`config.mk`:
```
export PLATFORM = sky130hd
export DESIGN_NAME = operator_ip_core
export DESIGN_NICKNAME = d
export VERILOG_FILES = /design/src/rtl/operator_ip_core.sv
export SDC_FILE = /design/constraint.sdc
export NUM_CORES = 2
export LEC_CHECK = 0
export ABC_AREA = 1
export BUFFER_PORTS_ARGS = -buffer_cell sky130_fd_sc_hd__buf_2
export CAP_MARGIN = 20
export CORE_UTILIZATION = 50
export DETAILED_ROUTE_END_ITERATION = 6
export PLACE_DENSITY = 0.67
export SLEW_MARGIN = 30
export SYNTH_ARGS = -nofsm -noshare
export SYNTH_HDL_FRONTEND = slang
export SYNTH_SLANG_ARGS = --single-unit
```
`constraint.sdc`:
```
create_clock -name clk -period 9.39 [get_ports clk]
set_input_delay 1.878 -clock clk [delete_from_list [all_inputs] [get_ports clk]]
set_output_delay 1.878 -clock clk [all_outputs]
set_load 0.03 [all_outputs]
```
`src/rtl/operator_ip_core.sv`:
```
`default_nettype none
// ============================================================================
// Module   : operator_ip_core
// Brief    : Three-operand 64-bit arithmetic unit; operation picked by OP_TYPE.
// Revision : 1.0
// ============================================================================
module operator_ip_core #(
  parameter int unsigned OP_TYPE_ADDR = 10
) (
  input  logic        clk,
  input  logic        rst,
  input  logic        reg_wr,
  input  logic [31:0] reg_addr,
  input  logic [31:0] reg_wr_data,
  input  logic [31:0] a,
  input  logic [31:0] b,
  input  logic [31:0] c,
  output logic [63:0] z
);

  localparam logic [31:0] c_OP_ADDR  = 32'(OP_TYPE_ADDR);
  localparam logic [1:0]  c_OP_IDLE  = 2'd0;
  localparam logic [1:0]  c_OP_ADDSB = 2'd1;
  localparam logic [1:0]  c_OP_SUBSB = 2'd2;
  localparam logic [1:0]  c_OP_MAC   = 2'd3;

  logic [1:0]  op_q, op_d;
  logic [63:0] z_q, z_d;
  logic [63:0] w_a_ext, w_b_ext, w_c_ext;
  logic        w_unused;

  // Only the low two data bits carry meaning.
  assign w_unused = ^reg_wr_data[31:2];

  assign w_a_ext = {32'd0, a};
  assign w_b_ext = {32'd0, b};
  assign w_c_ext = {32'd0, c};

  always_comb begin
    op_d = op_q;
    if (reg_wr && (reg_addr == c_OP_ADDR)) begin
      op_d = reg_wr_data[1:0];
    end
  end

  // z uses the OP_TYPE already held, so a write takes effect one edge later.
  // The 32x32 product maps onto hard multiplier blocks in a single stage.
  always_comb begin
    z_d = 64'd0;
    case (op_q)
      c_OP_IDLE:  z_d = 64'd0;
      c_OP_ADDSB: z_d = w_a_ext + w_b_ext - w_c_ext;
      c_OP_SUBSB: z_d = w_a_ext - w_b_ext - w_c_ext;
      c_OP_MAC:   z_d = (w_a_ext * w_b_ext) + w_c_ext;
      default:    z_d = 64'd0;
    endcase
  end

  always_ff @(posedge clk) begin
    if (rst) begin
      op_q <= c_OP_IDLE;
      z_q  <= 64'd0;
    end else begin
      op_q <= op_d;
      z_q  <= z_d;
    end
  end

  assign z = z_q;

endmodule
`default_nettype wire

```
==> results.yml <==
hold_path:
  worstHoldPathType: "register to register"
  hold_depth: 2
  hold_path_end: "op_q[1]"
  hp-start: "op_q[1]"
global_route:
  busiest_layer: "met2"
  antenna_found_initial: 8
  overflow: 0
  grt_pass1_wl_um: 229000
  grt_util_all_layers: 0.3162
  grt_start_max_net_pins: 67
  globalRouteMet2Util: 0.5016
  grt_pass1_vias: 41275
  gr-usage-met3: 0.03205
  use_met1: 0.4683
die:
  row_count: 111
  start_util: 0.5062
  ios: 227
  die_h_um: 307.1
  dieArea_um2: 94300
  core_um2: 91940
  die-width_um: 307.1
timing:
  setup_slack_ns: 0.4727
  hold_viol: 0
  slew_viol_final: 0
  fin_skew_ns: 0.005100
  finalSetupViolations: 0
  slew-limit-headroom: 0.3348
  fin_setup_tns_ns: 0
  finalCritPeriodShare: 0.9497
  rsz0062_at_grt: "false"
  worst_pin_slew_ns: 0.9977
  fin_crit_ns: 8.917
  max_freq_ghz: 0.1121
setup_path:
  path_class: "input port to register"
  r2r_start: "op_q[0]"
  start_kind: "input port"
  cp_slowest_cell: "fa_1"
  critPathArrivalTime_ns: 9.16
  r2r_end: "z[39]"
  rr_worst_depth: 6
  cpMostUsedCell: "fa_1"
  path_max_fanout: 25
  required_ns: 9.64
  critPathMaxStageDelay_ns: 0.62
  cp-end-kind: "register"
  rrSetupSlack_ns: 6.50
yosys:
  ys.flop_type: "dfxtp_1"
  synth_adder_area_share: 0.5192
  synthMuxAreaShare: 0
  synth_top_cell_by_area: "fa_1"
  synth_top_family_by_area: "adder cells"
  yosysSeqAreaShare: 0.02839
  synth_top_cells_by_count: "2087 x inv_1, 1718 x nand2_1, 962 x fa_1"
  synth_compound_area_frac: 0.05256
  synth_area_um2: 46540
  synth-simple-area-share: 0.2050
  synth-xor-area-share: 0.006963
  async_reset_ff_frac: 0
  synthDistinctLibCells: 48
  synth-edff-count: 0
  syn_inst: 6546
  synth_top_cell_area_share: 0.4138
  yosysWarnings: 0
  synth_seq_cells: 66
  synth_most_common_cell: "inv_1"
  synth.avg_cell_area_um2: 7.109
  yosys-top-cells-area: "fa_1 41%, inv_1 17%, nand2_1 14%"
  syn-num-nets: 8063
clocking:
  cts_num_sinks: 66
  cts_buffers: 9
  clk_latency_ns: 0.35
  ctsHoldBuffers: 0
  root_buffer: "clkbuf_16"
  post-cts-setup-buffers: 0
  cts_tree: "built"
  htreeDepth: 3
  ctsResizeCount: 0
  path_clk_slew_ns: 0.06
  clock_path_buffers: 2
route:
  detail_route.wl_per_cell_um: 18.31
  vias: 40860
  vias_per_cell: 5.150
  drtIter0Drc: 3699
  dr.pass1.iters: 6
  drc: 0
  postRouteAntennaNets: 0
  wl_um: 145200
finish:
  final_util: 0.5399
  area_growth_pct: 6.662
  drive_above_1_share: 0.06387
  stdcell_count: 7934
  finalNetCount: 8197
placement:
  gp_congestion: 0.9829
  preCtsSetupSlack_ns: 0.2137
  dp_hpwl_um: 127800
  port_buffers: 196
  place_inst: 7912
run_status:
  outcome: "completed"
flow_run:
  cap_violations: 0
-- worst max-delay path by stage --
stage,start,to,slack (ns),depth (start not counted)
6_report,b[9],z[31],0.47,27
5_1_grt,a[14],z[49],0.13,28
4_1_cts,a[14],z[49],0.57,28
3_5_place_dp,a[14],z[49],0.21,28
3_3_place_gp,a[12],z[31],0.26,28
2_1_floorplan,b[0],z[33],1.38,29
-- cell families (layout without fill, tap and decap cells) --
logic type / Yosys count / after routing
AND/OR/NAND/NOR: 2334 / 2334
buffers and inverters: 2308 / 2447
adder cells (fa/ha/maj): 1354 / 1354
AO/OA/AOI/OAI: 447 / 447
flip-flops: 66 / 66
XOR/XNOR: 37 / 37
other: 0 / 6
-- critical path: cells and delay by family --
kind            cells  cell delay (ns)
simple gates        7             1.12
compound gates      3             0.61
fa+ha+maj           9             4.53
buf+inv             8             0.96
-- cells in the final DEF, fill, tap and decap left out, types with 6 or more instances in the layout --
master     Yosys  final
nor2_1       263    262
a21boi_0      14     14
xor2_1        21     21
nand4_1       33     33
or2_2         17     17
nor4_1        10     10
nand2_1     1718   1718
buf_4          8    140
nor3_1        28     28
buf_2          0    196
o21bai_1      16     16
o21ai_0      148    148
clkbuf_16      0      9
dfxtp_1       66     66
ha_1         392    392
inv_1       2087   2086
a21oi_1      226    226
nand3_2       31     31
nand3b_1      21     21
diode_2        0      6
a21o_1        17     17
nand3_1      191    191
xnor2_1       16     16
fa_1         962    962
-- flip-flops by register name, indices dropped and copies added, names as in the netlist --
signal / cells
op_q: 2
z: 64
-- routing by layer --
metal	wire (µm)	vias up	share of wire
met4	3055	2	0.021
met1	64760	20263	0.45
li1	-	18874	-
met5	13	-	0.000090
met2	65770	1534	0.45
met3	11650	187	0.080
-- final cells by class --
cell class	count	area [µm²]
Fill cell	9223	42300
Inverter	2092	7853
Antenna cell	6	15.01
Tap cell	1243	1555
Clock buffer	9	225.2
Sequential cell	66	1321
Multi-Input combinational cell	4172	36480
Clock inverter	7	100.1
Timing Repair Buffer	339	2092
-- stage by stage --
stage	area (µm²)	hold WS (ns)
3_3_place_gp	49300	0.5589
5_1_grt	49640	0.6445
2_1_floorplan	46540	0.5257
4_1_cts	49620	0.5788
3_5_place_dp	49300	0.5710
6_report	49640	0.5790
Power is left out: the tool's default activity adds up to more than one toggle a clock period on the data nets, which glitch-free logic cannot reach.
